<file path="config.mk">
export PLATFORM = sky130hd
export DESIGN_NAME = rr_mux_sel_arbiter
export DESIGN_NICKNAME = d
export VERILOG_FILES = /design/src/rtl/rr_mux_sel_arbiter.sv
export SDC_FILE = /design/constraint.sdc
export NUM_CORES = 1
export LEC_CHECK = 0
export ABC_CLOCK_PERIOD_IN_PS = 3850
export BUFFER_PORTS_ARGS = -buffer_cell sky130_fd_sc_hd__buf_2
export CORE_AREA = 2 2 43 45
export DETAILED_ROUTE_END_ITERATION = 6
export DIE_AREA = 0 0 45 47
export PLACE_DENSITY = 0.7
export SLEW_MARGIN = 20
export SYNTH_ARGS = -nofsm -noshare
export SYNTH_HDL_FRONTEND = slang
export SYNTH_SLANG_ARGS = --single-unit
</file>
<file path="constraint.sdc">
create_clock -name clk -period 3.85 [get_ports clk]
set_input_delay 0.385 -clock clk [delete_from_list [all_inputs] [get_ports clk]]
set_output_delay 0.385 -clock clk [all_outputs]
set_load 0.005 [all_outputs]
</file>
<file path="src/rtl/rr_mux_sel_arbiter.sv">
// Round-robin owner arbiter driving the select of a downstream 4:1 data mux.
// Optional ARB_PRIO0_EN: source 0 wins every arbitration point it requests at.
module rr_mux_sel_arbiter #(
  parameter int unsigned BURST_LEN = 4,
  parameter int unsigned CNT_W     = 4
) (
  input  logic             clk,
  input  logic             rst,
  input  logic [3:0]       req,
  input  logic             rdy,
  output logic [1:0]       sel,
  output logic [3:0]       gnt,
  output logic             vld,
  output logic [CNT_W-1:0] beat
);

  typedef enum logic [0:0] {StIdle, StBusy} state_e;

  state_e           state_q, state_d;
  logic [1:0]       sel_q, sel_d;
  logic [3:0]       gnt_q, gnt_d;
  logic [CNT_W-1:0] beat_q, beat_d;
  logic [1:0]       ptr_q, ptr_d;

  logic       accept;
  logic       last_beat;
  logic       release_own;
  logic [1:0] winner;

  // First set bit of mask, searching upward from p+1 with wrap-around.
  function automatic logic [1:0] arb(input logic [3:0] mask, input logic [1:0] p);
    logic [1:0] res;
    logic [1:0] idx;
    logic       found;
    res   = p;
    found = 1'b0;
    for (int i = 1; i <= 4; i++) begin
      idx = p + 2'(i);
      if (!found && mask[idx]) begin
        res   = idx;
        found = 1'b1;
      end
    end
    return res;
  endfunction

  function automatic logic [1:0] pick(input logic [3:0] r, input logic [1:0] p);
    logic [1:0] res;
`ifdef ARB_PRIO0_EN
    if (r[0]) begin
      res = 2'd0;
    end else begin
      res = arb(r & 4'b1110, p);
    end
`else
    res = arb(r, p);
`endif
    return res;
  endfunction

  always_ff @(posedge clk or posedge rst) begin
    if (rst) begin
      state_q <= StIdle;
      sel_q   <= 2'b00;
      gnt_q   <= 4'b0000;
      beat_q  <= '0;
      ptr_q   <= 2'd3;
    end else begin
      state_q <= state_d;
      sel_q   <= sel_d;
      gnt_q   <= gnt_d;
      beat_q  <= beat_d;
      ptr_q   <= ptr_d;
    end
  end

  always_comb begin
    accept      = vld && rdy;
    last_beat   = (beat_q == CNT_W'(BURST_LEN - 1));
    release_own = !req[sel_q] || (accept && last_beat);
    winner      = pick(req, ptr_q);

    state_d = state_q;
    sel_d   = sel_q;
    gnt_d   = gnt_q;
    beat_d  = beat_q;
    ptr_d   = ptr_q;

    unique case (state_q)
      StIdle: begin
        if (|req) begin
          state_d = StBusy;
          sel_d   = winner;
          gnt_d   = 4'b0001 << winner;
          beat_d  = '0;
          ptr_d   = winner;
        end
      end
      StBusy: begin
        if (release_own) begin
          // Re-arbitrate on the release edge so ownership hands over without a bubble.
          if (|req) begin
            sel_d  = winner;
            gnt_d  = 4'b0001 << winner;
            beat_d = '0;
            ptr_d  = winner;
          end else begin
            state_d = StIdle;
            gnt_d   = 4'b0000;
            beat_d  = '0;
          end
        end else if (accept) begin
          beat_d = beat_q + 1'b1;
        end
      end
      default: begin
        state_d = StIdle;
      end
    endcase
  end

  always_comb begin
    vld = (state_q == StBusy) && req[sel_q];
  end

  assign sel  = sel_q;
  assign gnt  = gnt_q;
  assign beat = beat_q;

endmodule

</file>
==> run summary <==
CP max stage delay = 0.47 ns
most frequent cell on the critical path = mux2i_1
DRC viols = 0
top-count cell post-synth = dfrtp_1
Core Footprint = 1652 µm²
largest net degree at the start of global routing = 14
clock sinks = 13
setup TNS = 0 ns
top-level I/O count = 18
utilization after layout = 52.58%
Max Slew Vio Count = 0
largest area contributor in the netlist = dfrtp_1
Netlist cell types = 37
Die X = 45 µm
number of buffers added for setup after CTS = 0
Worst Tran Pin Value = 0.6957 ns
Finish-stage setup viols = 0
clock network fraction of total power = 13.1%
initial antenna violation count = 0
Nets = 102
asr flop ratio synth = 100.0%
fillers = 156
Bufs on Longest Clock Path = 2
H-tree depth = 1
Clock Tree Root = clkbuf_4
number of max-cap violations = 0
Crit Path Category = register to register
PortBufs = 17
area occupied by multi-input gates = 381.6 µm²
pre-CTS WS = 1.859 ns
type of origin of the critical path = register
Synth area leaders = dfrtp_1 36%, dfstp_2 7.0%, mux2i_1 6.6%
post-cts repair resize count = 0
Final Cell Area = 868.3 µm²
Warnings, synthesis = 0
Post-DP HPWL = 1.208 mm
combinational share of power = 47.5%
placed cell area = 842.1 µm²
Netlist Area Pre-Place = 755.7 µm²
TritonCTS clock tree = done
CP startpoint = sel[0]$_DFFE_PP0P_
post-synth top area share = 36.42%
via count = 642
Synthesized Nets = 83
initial cell density of the core = 45.76%
# diodes = 0
Final Cycle Share = 47.98%
row cnt = 15
starting DRC count in detailed routing = 14
critical path cell sequence = mux2i_1 > o22a_2 > inv_1 > a21boi_0 > mux2i_1
critical path arrival = 2.04 ns
Period minus WS final = 1.847 ns
first-pass GRT wire length = 2.539 mm
Die ar. = 2115 µm²
count of hold-fix buffers inserted at cts = 0
cells after synthesis = 75
Max FO, Critical Path = 7
antenna-violating nets left = 0
r2r startpoint = sel[0]$_DFFE_PP0P_
CTS Buf Count = 3
syn_area_per_cell = 10.08 µm²
Flop pwr share = 39.4%
Die H = 47 µm
Total GRT Usage = 17.10%
Crit. End Element = register
Fin. Hold Viols = 0
clk_skew = 0.001494 ns
Wirelength per Cell = 13.48 µm
Worst-Skew Late Latency = 0.26 ns
Pint = 0.0003730 W
GR Util met3 = 3.462%
Most used DFF post-synth = dfrtp_1
Seq/Total Area, Yosys = 43.38%
GR met2 Demand/Resource = 25.71%
GPL Wtd Cong = 0.8049
vias per cell = 5.836
vias in the first global route = 543
Pre-antenna DRT Iters = 4
Hold WC Path Type = primary input to asynchronous set/reset pin
synthesized flop and latch total = 13
clock slew at reported path FFs = 0.07 ns
GRT busiest layer = met2
leakage = 0.4265 nW
PD cells = 697.8 nW/µm²
M1 GR Usage = 24.15%
Overflow after GRT = 0
Psw = 0.0002329 W
Slew headroom = 53.62%
RSZ-0062 raised after global routing = false
maximum clock rate = 541.3 MHz
outcome = complete, no violations
critical path data required time = 4.04 ns
Crit-path slowest cell = a21boi_0
layout cells sized above 1 = 29.03%
Post-synth EDFFs = 0
FF/Latch Area = 327.8 µm²
worst-case vdd ir drop = 0.0003127 V
synth-to-layout area growth = 14.90%
sw frac = 38.44%
worst setup margin = 2.003 ns
Post-synth top cells = 11 x dfrtp_1, 7 x inv_1, 5 x mux2i_1, 5 x o21ai_0
DRT Wirelength = 1.483 mm
[metrics by stage]
stage,cells,power (W),hold slack (ns)
3_5_place_dp,106,0.0005300,0.4293
6_report,110,0.0006059,0.1250
2_1_floorplan,75,0.0004429,0.2605
3_3_place_gp,106,0.0005276,0.4261
4_1_cts,110,0.0006143,0.1367
5_1_grt,110,0.0006620,0.1737
[kinds of logic (layout without fill, tap and decap cells)]
group,Yosys count,count (layout),share of synthesized area (%)
adder cells (fa/ha/maj),1,1,1.655
buffers and inverters,10,28,6.125
AND/OR/NAND/NOR,17,17,13.08
multiplexers,6,6,8.113
AO/OA/AOI/OAI,28,28,27.65
flip-flops,13,13,43.38
[flip-flops by register name, summed over array words and instances (netlist names)]
signal   flops
sel          2
ptr_q        2
state_q      1
beat         4
gnt          4
[worst max-delay path, delay by kind of cell (launching register included)]
family	cells	cell delay [ns]
mux	2	0.53
buf+inv	1	0.10
flops	1	0.41
compound gates	2	0.73
[placed cells by master (no fill, tap or decap), types with 2 or more instances in the layout]
cell,netlist,layout
a21o_1,3,3
a21oi_1,3,3
buf_2,1,17
clkbuf_4,0,3
dfrtp_1,11,11
dfstp_2,2,2
inv_1,7,7
mux2i_1,5,5
nand3_1,3,3
nand3b_1,2,2
nor2_1,3,3
o21ai_0,5,5
o21ai_2,2,2
o31ai_1,2,2
o32ai_1,2,2
or4_1,2,2
[path summary, 6_finish.rpt]
| kind | to | slack [ns] | cells past startpoint |
|---|---|---|---|
| max | ptr_q[0]$_DFFE_PP1P_ | 2.00 | 5 |
| max reg2reg | ptr_q[0]$_DFFE_PP1P_ | 2.00 | 5 |
| min reg2reg | gnt[0]$_DFFE_PP0P_ | 0.49 | 1 |
| min | gnt[1]$_DFFE_PP0P_ | 0.12 | 2 |
| max in group asynchronous | ptr_q[0]$_DFFE_PP1P_ | 3.38 | 2 |
| min in group clk | gnt[0]$_DFFE_PP0P_ | 0.49 | 1 |
[power groups by stage]
stage	sequential, W	clock (W)	combinational [W]
detailed placement	0.000242	0	0.000288
CTS	0.000239	0.0000839	0.000291
global placement	0.000240	0	0.000287
global route	0.000247	0.0000888	0.000327
finish	0.000239	0.0000796	0.000288
floorplan	0.000229	0	0.000214
[cell type report]
class | instances | share of cell area [%]
tap | 17 | 2.450
timing repair buffer | 17 | 9.798
multi-input combinational | 52 | 43.95
inverter | 7 | 3.026
sequential | 13 | 37.75
clock buffer | 4 | 3.026
[routing by layer]
layer  wire [µm]  part of all wire, %
met1         698                   47
met2         701                   47
met3          71                  4.8
met4          12                 0.81
met5           0                    0
No activity file was read; power rests on OpenSTA's default activity.
